### src/rtl/ir_cmd_scheduler.sv
// ir_cmd_scheduler: edge-captures IR frames, filters held-key repeats, queues commands for a valid/ready consumer
module ir_cmd_scheduler #(
  parameter int DEPTH   = 4,
  parameter int HOLDOFF = 2_500_000
) (
  input  logic                         clk,
  input  logic                         rst_n,
  input  logic [11:0]                  rx_data,
  input  logic                         rx_rdy,
  output logic [11:0]                  cmd_data,
  output logic                         cmd_valid,
  input  logic                         cmd_ready,
  output logic [$clog2(DEPTH+1)-1:0]   fifo_level,
  output logic                         rpt_drop,
  output logic [7:0]                   drop_cnt
);
  localparam int PW = $clog2(DEPTH);
  localparam int LW = $clog2(DEPTH + 1);
  localparam int HW = HOLDOFF > 1 ? $clog2(HOLDOFF + 1) : 1;
  logic          rx_q, cap_vld, last_vld;
  logic [11:0]   cap_data, last_data;
  logic [HW-1:0] hold_cnt;
  logic [PW-1:0] wr_ptr, rd_ptr;
  logic [11:0]   mem [DEPTH];
  logic          rpt, full, wr, rd;
  // commit decision and handshake, all from cycle-start registered state
  always_comb begin
    rpt       = last_vld && cap_data == last_data && hold_cnt != '0 && HOLDOFF != 0;
    full      = fifo_level == LW'(DEPTH);
    wr        = cap_vld && !rpt && !full;
    cmd_valid = fifo_level != '0;
    rd        = cmd_valid && cmd_ready;
    cmd_data  = cmd_valid ? mem[rd_ptr] : 12'h000;
  end
  // capture, repeat filter, drop accounting and queue pointers
  always_ff @(posedge clk or negedge rst_n) begin
    if (!rst_n) begin
      rx_q       <= 1'b1;
      cap_vld    <= 1'b0;
      cap_data   <= '0;
      last_vld   <= 1'b0;
      last_data  <= '0;
      hold_cnt   <= '0;
      rpt_drop   <= 1'b0;
      drop_cnt   <= '0;
      wr_ptr     <= '0;
      rd_ptr     <= '0;
      fifo_level <= '0;
    end else begin
      rx_q     <= rx_rdy;
      cap_vld  <= rx_rdy && !rx_q;
      if (rx_rdy && !rx_q) cap_data <= rx_data;
      rpt_drop <= cap_vld && rpt;
      if (cap_vld && !rpt && full && drop_cnt != 8'hFF) drop_cnt <= drop_cnt + 8'd1;
      if (cap_vld && !rpt) begin
        last_data <= cap_data;
        last_vld  <= 1'b1;
      end
      hold_cnt   <= cap_vld ? HW'(HOLDOFF) : hold_cnt - HW'(hold_cnt != '0);
      if (wr) wr_ptr <= wr_ptr + PW'(1);
      if (rd) rd_ptr <= rd_ptr + PW'(1);
      fifo_level <= fifo_level + LW'(wr) - LW'(rd);
    end
  end
  // queue storage; contents need no reset since level gates visibility
  always_ff @(posedge clk) begin
    if (wr) mem[wr_ptr] <= cap_data;
  end
endmodule

### config.mk
export PLATFORM = sky130hd
export DESIGN_NAME = ir_cmd_scheduler
export DESIGN_NICKNAME = d
export VERILOG_FILES = /design/src/rtl/ir_cmd_scheduler.sv
export SDC_FILE = /design/constraint.sdc
export NUM_CORES = 1
export LEC_CHECK = 0
export ABC_AREA = 1
export ABC_CLOCK_PERIOD_IN_PS = 5490
export CAP_MARGIN = 40
export CORE_MARGIN = 2
export CORE_UTILIZATION = 60
export CTS_CLUSTER_SIZE = 25
export DETAILED_ROUTE_END_ITERATION = 10
export HOLD_SLACK_MARGIN = 0.15
export PLACE_DENSITY = 0.82
export REMOVE_ABC_BUFFERS = 1
export SYNTH_ARGS = -nofsm -noshare
export SYNTH_HDL_FRONTEND = slang
export SYNTH_SLANG_ARGS = --single-unit
### constraint.sdc
create_clock -name clk -period 5.49 [get_ports clk]
set_input_delay 1.098 -clock clk [delete_from_list [all_inputs] [get_ports clk]]
set_output_delay 1.098 -clock clk [all_outputs]
set_load 0.005 [all_outputs]
==> metrics.md, run 1 <==
| Metric | Value |
|---|---|
| Ys flop type | `dfrtp_1` |
| Syn. warnings | `0` |
| Ports | `41` |
| Hold path depth | `2` |
| Distinct cells, synth | `34` |
| Number of hold violations in the final report | `0` |
| Initial antenna violation count | `0` |
| Pwr dens | `479.4 mW/mm^2` |
| Row count | `33` |
| Routed via count | `3796` |
| Max Cap Violations | `0` |
| Fin area | `0.006301 mm^2` |
| FMAX | `271.7 MHz` |
| Final Cycle Share | `0.6704` |
| R2r worst-path depth | `12` |
| Starting DRT DRC Count | `361` |
| Comb power frac | `0.252` |
| H-tree Lvls | `4` |
| Initial core utilization | `0.6269` |
| Clock Latency Late Sink | `520 ps` |
| Worst Path Max Fanout | `26` |
| Crit path capture type | `output port` |
| Non-Filler Instances | `708` |
| Tightest Pin Transition | `821.6 ps` |
| CTS sink count | `113` |
| CP Data Required Time | `4390 ps` |
| Critical path's largest stage delay | `850 ps` |
| Vias in the first global route | `3892` |
| CTS tree | `yes` |
| Placed cell area | `0.005705 mm^2` |
| Clock-pin slew on the worst setup and hold paths | `60 ps` |
| Final setup fails | `0` |
| Wire length per cell | `15.15 um` |
| CP Launch Point | `rd_ptr[0]` |
| Synth async-reset ratio | `0.5752` |
| Total congestion overflow | `0` |
| Final design utilization | `0.7592` |
| CP cell instances | `inv_2 > o21ai_0 > a21oi_1 > clkdlybuf4s50_1` |
| Worst reg2reg startpoint | `hold_cnt[4]` |
| Largest net degree at the start of global routing | `66` |
| # resized after CTS | `0` |
| Crit-path slowest cell | `dfrtp_1` |
| Die width | `97.12 um` |
| Worst slew margin relative to its limit | `0.4523` |
| Most frequent cells in the layout | `nand2_1 (93), nor2_1 (92), dfrtp_1 (64)` |
| Yosys reg bits | `113` |
| Core Area | `0.008299 mm^2` |
| Net Switching | `941.1 uW` |
| Sw Ratio | `0.3115` |
| Ant diodes | `0` |
| Worst Slack Setup Final | `1810 ps` |
| Unrepaired setup endpoints after global routing | `no` |
| Clock power share | `0.364` |
| Leakage | `0.002701 uW` |
| Final Critical Period | `3680 ps` |
| Clock Skew | `5.943 ps` |
| Die Span Y | `97.12 um` |
| Peak VDD IR | `0.2868 mV` |
| Global-route wire length before repair | `18440 um` |
| Bufs on Longest Clock Path | `2` |
| Post-CTS Setup Bufs | `0` |
| Area growth from synthesis to layout | `21.12%` |
| Port Buffers | `40` |
| Hold WC Path Type | `register to register` |
| DRT Pass-1 Iters | `5` |
| Clk root buf | `clkbuf_8` |
| Post-layout net count | `616` |
| Commonest non-fill, non-tap cell in the layout | `nand2_1` |
| Place WS | `2410 ps` |
| Mean Syn Cell Area | `9.652 um^2` |
| HP Start | `last_vld` |
| Overall routed net length | `10730 um` |
| Placer congestion estimate | `0.8891` |
| Cells after Synth | `539` |
| CTS buffer count | `17` |
| Arrival time at the worst endpoint | `2580 ps` |
| Sequential-to-total area share from yosys stat | `0.5899` |
| Layout cell share with drive strength beyond 1 | `0.1343` |
| Critical path launch point type | `register` |
| CP Class | `register to output port` |
| Vias per Instance | `5.362` |
| ANT nets after route | `0` |
| CTS hold repair buffers | `0` |
| DP HPWL | `6744 um` |
| Residual DRC | `0` |
| Die area | `0.009431 mm^2` |
| Final setup TNS | `0 ps` |
| Cell Area, Synth | `0.005202 mm^2` |
| EDFF count, synth | `48` |
| Pint | `2080 uW` |
| Sequential fraction of design power | `0.385` |
| Post-Place Cells | `676` |
| Max Slew Vio Count | `0` |
| Gr usage total | `0.2493` |
| Status | `finished, final reports clean` |
## layout make-up
class	instances	area (um^2)
tap	105	131.4
clock buffer	17	414.1
multi-input combinational	349	1824
fill	502	1998
inverter	62	232.7
sequential	113	3069
clock inverter	15	181.4
timing repair buffer	47	447.9
## through the flow
stage	total power (uW)	hold slack, ps
final	3021	478.2
after global routing	3196	495.6
after floorplan	1562	434.9
after global placement	1860	446.4
after CTS	3036	480.7
after detailed placement	1909	450.8
## flip-flops by register name, indices dropped and copies added (netlist names), 2 cells and up
register    cells
cap_data       12
hold_cnt       22
rd_ptr          2
mem            48
drop_cnt        8
wr_ptr          2
last_data      12
fifo_level      3
## cells in the mapped netlist, types with 2 or more instances
cell type | n | area (um^2)
nand3_4 | 3 | 52.55
inv_1 | 60 | 225.2
nand4_1 | 7 | 43.79
nand2_1 | 93 | 349.1
nor3_1 | 7 | 35.03
dfrtp_1 | 64 | 1602
nor2_4 | 2 | 22.52
o21ai_0 | 48 | 240.2
xnor2_1 | 6 | 52.55
inv_2 | 2 | 7.510
nand3_1 | 10 | 50.05
xor2_1 | 10 | 87.58
buf_6 | 2 | 22.52
ha_1 | 9 | 112.6
a21oi_1 | 23 | 115.1
edfxtp_1 | 48 | 1441
nor2_1 | 92 | 345.3
o21ai_2 | 12 | 105.1
nand3_2 | 2 | 20.02
buf_1 | 3 | 11.26
nand2_2 | 9 | 56.30
clkbuf_1 | 8 | 30.03
o21a_1 | 2 | 15.01
nor2_2 | 7 | 43.79
## routing by layer
layer	GRT usage	vias to the layer above	part of all wire
met5	0	-	0
met4	0.09967	0	0.019
met3	0.06547	23	0.048
met2	0.4097	115	0.51
met1	0.3179	1803	0.43
li1	-	1855	-
## power by group through the flow
stage / logic, uW / clock network, uW / registers [uW]
final: 760 / 1100 / 1160
after floorplan: 424 / 0 / 1140
after detailed placement: 739 / 0 / 1170
after global placement: 699 / 0 / 1160
after CTS: 768 / 1110 / 1160
after global routing: 864 / 1150 / 1180
## worst max-delay path: cells and delay by family, from the launching register on
family	cells	cell delay, ps
AO/OA/AOI/OAI	2	400
buffers and inverters	2	800
flip-flops	1	850
## path summary, 6_finish.rpt
path | endpoint | slack [ps]
hold / removal | last_vld | 480
max in group asynchronous | last_data[7] | 4210
hold reg to reg | last_vld | 480
setup / recovery | cmd_data[1] | 1810
setup reg to reg | fifo_level[1] | 2940
min in group asynchronous | hold_cnt[9] | 740
## cells by family (layout without fill, tap and decap cells)
family | count (synthesis) | in the layout | share of synthesized area
XOR/XNOR | 16 | 16 | 0.02694
adder cells (fa/ha/maj) | 10 | 10 | 0.02549
buffers and inverters | 77 | 141 | 0.05940
AO/OA/AOI/OAI | 87 | 87 | 0.09379
flip-flops | 113 | 113 | 0.5899
AND/OR/NAND/NOR | 236 | 236 | 0.2044
Power figures use the tool's default switching activity.
==> inputs of run 2 (changes only) <==
Settings changed: ABC_CLOCK_PERIOD_IN_PS 5490 to 3500, CORE_UTILIZATION 60 to 58, PLACE_DENSITY 0.82 to 0.79.
Clock period 5.49 ns to 3.5 ns, I/O delays scaled along.
==> metrics.md, run 2 (synthesized netlist as in run 1, its figures left out) <==
| Metric | Value |
|---|---|
| Initial core utilization | `0.5966 (-0.03031)` |
| Final design utilization | `0.7245 (-0.03470)` |
| Ports | `41 (unchanged)` |
| H-tree Lvls | `4 (unchanged)` |
| ANT nets after route | `0 (unchanged)` |
| Final Cycle Share | `0.9173` |
| Worst Path Max Fanout | `26 (unchanged)` |
| Routed via count | `3733 (-1.7%)` |
| Vias in the first global route | `3811 (-2.1%)` |
| CP Launch Point | `rd_ptr[0]` |
| Layout cell share with drive strength beyond 1 | `0.1343 (unchanged)` |
| Placer congestion estimate | `0.8837 (-0.61%)` |
| Core Area | `0.008721 mm^2 (+5.1%)` |
| Bufs on Longest Clock Path | `2 (unchanged)` |
| Multi-input logic area | `0.001824 mm^2 (unchanged)` |
| Final setup TNS | `0 ps (unchanged)` |
| Post-layout net count | `616 (unchanged)` |
| CTS buffer count | `17 (unchanged)` |
| Residual DRC | `0 (unchanged)` |
| Place WS | `808.3 ps (-1602 ps)` |
| Vias per Instance | `5.250 (-2.1%)` |
| Gr usage total | `0.2321 (-0.01727)` |
| Die area | `0.009744 mm^2 (+3.3%)` |
| Die width | `98.71 um (+1.6%)` |
| Pwr dens | `742.6 mW/mm^2 (+55%)` |
| Status | `finished, final reports clean` |
| Ant diodes | `0 (unchanged)` |
| RR Endpoint | `fifo_level[2]` |
| Max Cap Violations | `0 (unchanged)` |
| Leakage | `0.002697 uW (-0.13%)` |
| Number of hold violations in the final report | `0 (unchanged)` |
| Final Critical Period | `3211 ps` |
| CTS tree | `yes` |
| Final setup fails | `0 (unchanged)` |
| Clock Latency Late Sink | `510 ps (about the same)` |
| Worst Slack Setup Final | `289.5 ps (-1520 ps)` |
| Reg-to-reg slack, setup | `980 ps (-1960 ps)` |
| Max Slew Vio Count | `0 (unchanged)` |
| Clk root buf | `clkbuf_8` |
| Unrepaired setup endpoints after global routing | `no` |
| Crit path capture type | `output port` |
| Global-route wire length before repair | `17730 um (-3.9%)` |
| CTS hold repair buffers | `0 (unchanged)` |
| Largest regs | `mem x48, hold_cnt x22` |
| Starting DRT DRC Count | `215 (-40%)` |
| Port Buffers | `40 (unchanged)` |
| Clock-pin slew on the worst setup and hold paths | `60 ps (about the same)` |
| Hold Slack | `260.6 ps (-217.6 ps)` |
| CP Class | `register to output port` |
| Arrival time at the worst endpoint | `2510 ps (-70 ps)` |
| Post-CTS Setup Bufs | `0 (unchanged)` |
| DP HPWL | `6869 um (+1.8%)` |
| Fillers | `611 (+22%)` |
| Total congestion overflow | `0 (unchanged)` |
| # resized after CTS | `0 (unchanged)` |
| Commonest non-fill, non-tap cell in the layout | `nand2_1` |
| Critical path launch point type | `register` |
| Overall routed net length | `10230 um (-4.7%)` |
| Top reg by flops | `mem` |
| Max FFs per register | `48 (unchanged)` |
| Register area | `0.003069 mm^2 (unchanged)` |
| Wire length per cell | `14.38 um (-5.1%)` |
| Initial antenna violation count | `0 (unchanged)` |
| Row count | `34 (+3.0%)` |
| CTS sink count | `113 (unchanged)` |
| Worst slew margin relative to its limit | `0.4596 (+0.007304)` |
| R2r worst-path depth | `12 (unchanged)` |
| Area growth from synthesis to layout | `21.45%` |
| Tightest Pin Transition | `810.6 ps (-10.96 ps)` |
| Clock Skew | `11.05 ps (+5.104 ps)` |
| Total power | `4692 uW (+55%)` |
| DRT Pass-1 Iters | `7 (+2)` |
| Peak VDD IR | `0.4582 mV (+60%)` |
| Hold WC Path Type | `input pin to async pin` |
| CP Data Required Time | `2800 ps (-1590 ps)` |
| Die Span Y | `98.71 um (+1.6%)` |
| Worst reg2reg startpoint | `hold_cnt[4]` |
| Most frequent cells in the layout | `nand2_1 (93), nor2_1 (92), dfrtp_1 (64)` |
| Largest net degree at the start of global routing | `34 (-48%)` |
| FMAX | `311.5 MHz` |
run 2: cell count changes in the layout (fill, tap and decap cells not counted):
cell	before	now
buf_4	7	6
inv_6	4	3
clkinvlp_4	2	4
buf_12	0	1
clkinv_2	3	2
run 2: worst max-delay path by stage:
stage | end | slack, ps | cells after the start
after global placement | cmd_data[10] | 990 | 4
after CTS | cmd_data[7] | 280 | 4
after global routing | cmd_data[6] | 70 | 4
final | cmd_data[7] | 290 | 4
after detailed placement | cmd_data[7] | 810 | 4
after floorplan | fifo_level[2] | 920 | 10
run 2: area by class of cell:
class,count,area share
sequential,113,0.4857
multi-input combinational,349,0.2887
timing repair buffer,47,0.07287
clock buffer,17,0.06554
inverter,62,0.03683
clock inverter,15,0.02891
tap,108,0.02139
run 2: worst max-delay path, stage by stage, from the launching register on:
cell and delay (ps):
dfrtp_1 830, inv_2 320, o21ai_0 290, a21oi_1 100
clkdlybuf4s50_1 450
run 2: metrics by stage:
stage / instance area (um^2) / std cells
4_1_cts: 6319 / 711
3_5_place_dp: 5722 / 679
6_report: 6319 / 711
2_1_floorplan: 5126 / 524
5_1_grt: 6319 / 711
3_3_place_gp: 5722 / 679
run 2: where the power goes:
group / switching, uW / internal (uW)
clock: 622 / 1090
sequential: 221 / 1600
combinational: 590 / 572
total: 1430 / 3260
run 2: layer usage:
metal / vias to the layer above / global-route usage / wire length [um] / share of wire
met1: 1791 / 0.2972 / 4510 / 0.44
met2: 72 / 0.3930 / 5213 / 0.51
met3: 12 / 0.05816 / 391 / 0.038
met4: 0 / 0.07271 / 110 / 0.011
li1: 1858 / - / - / -
met5: - / 0 / 0 / 0
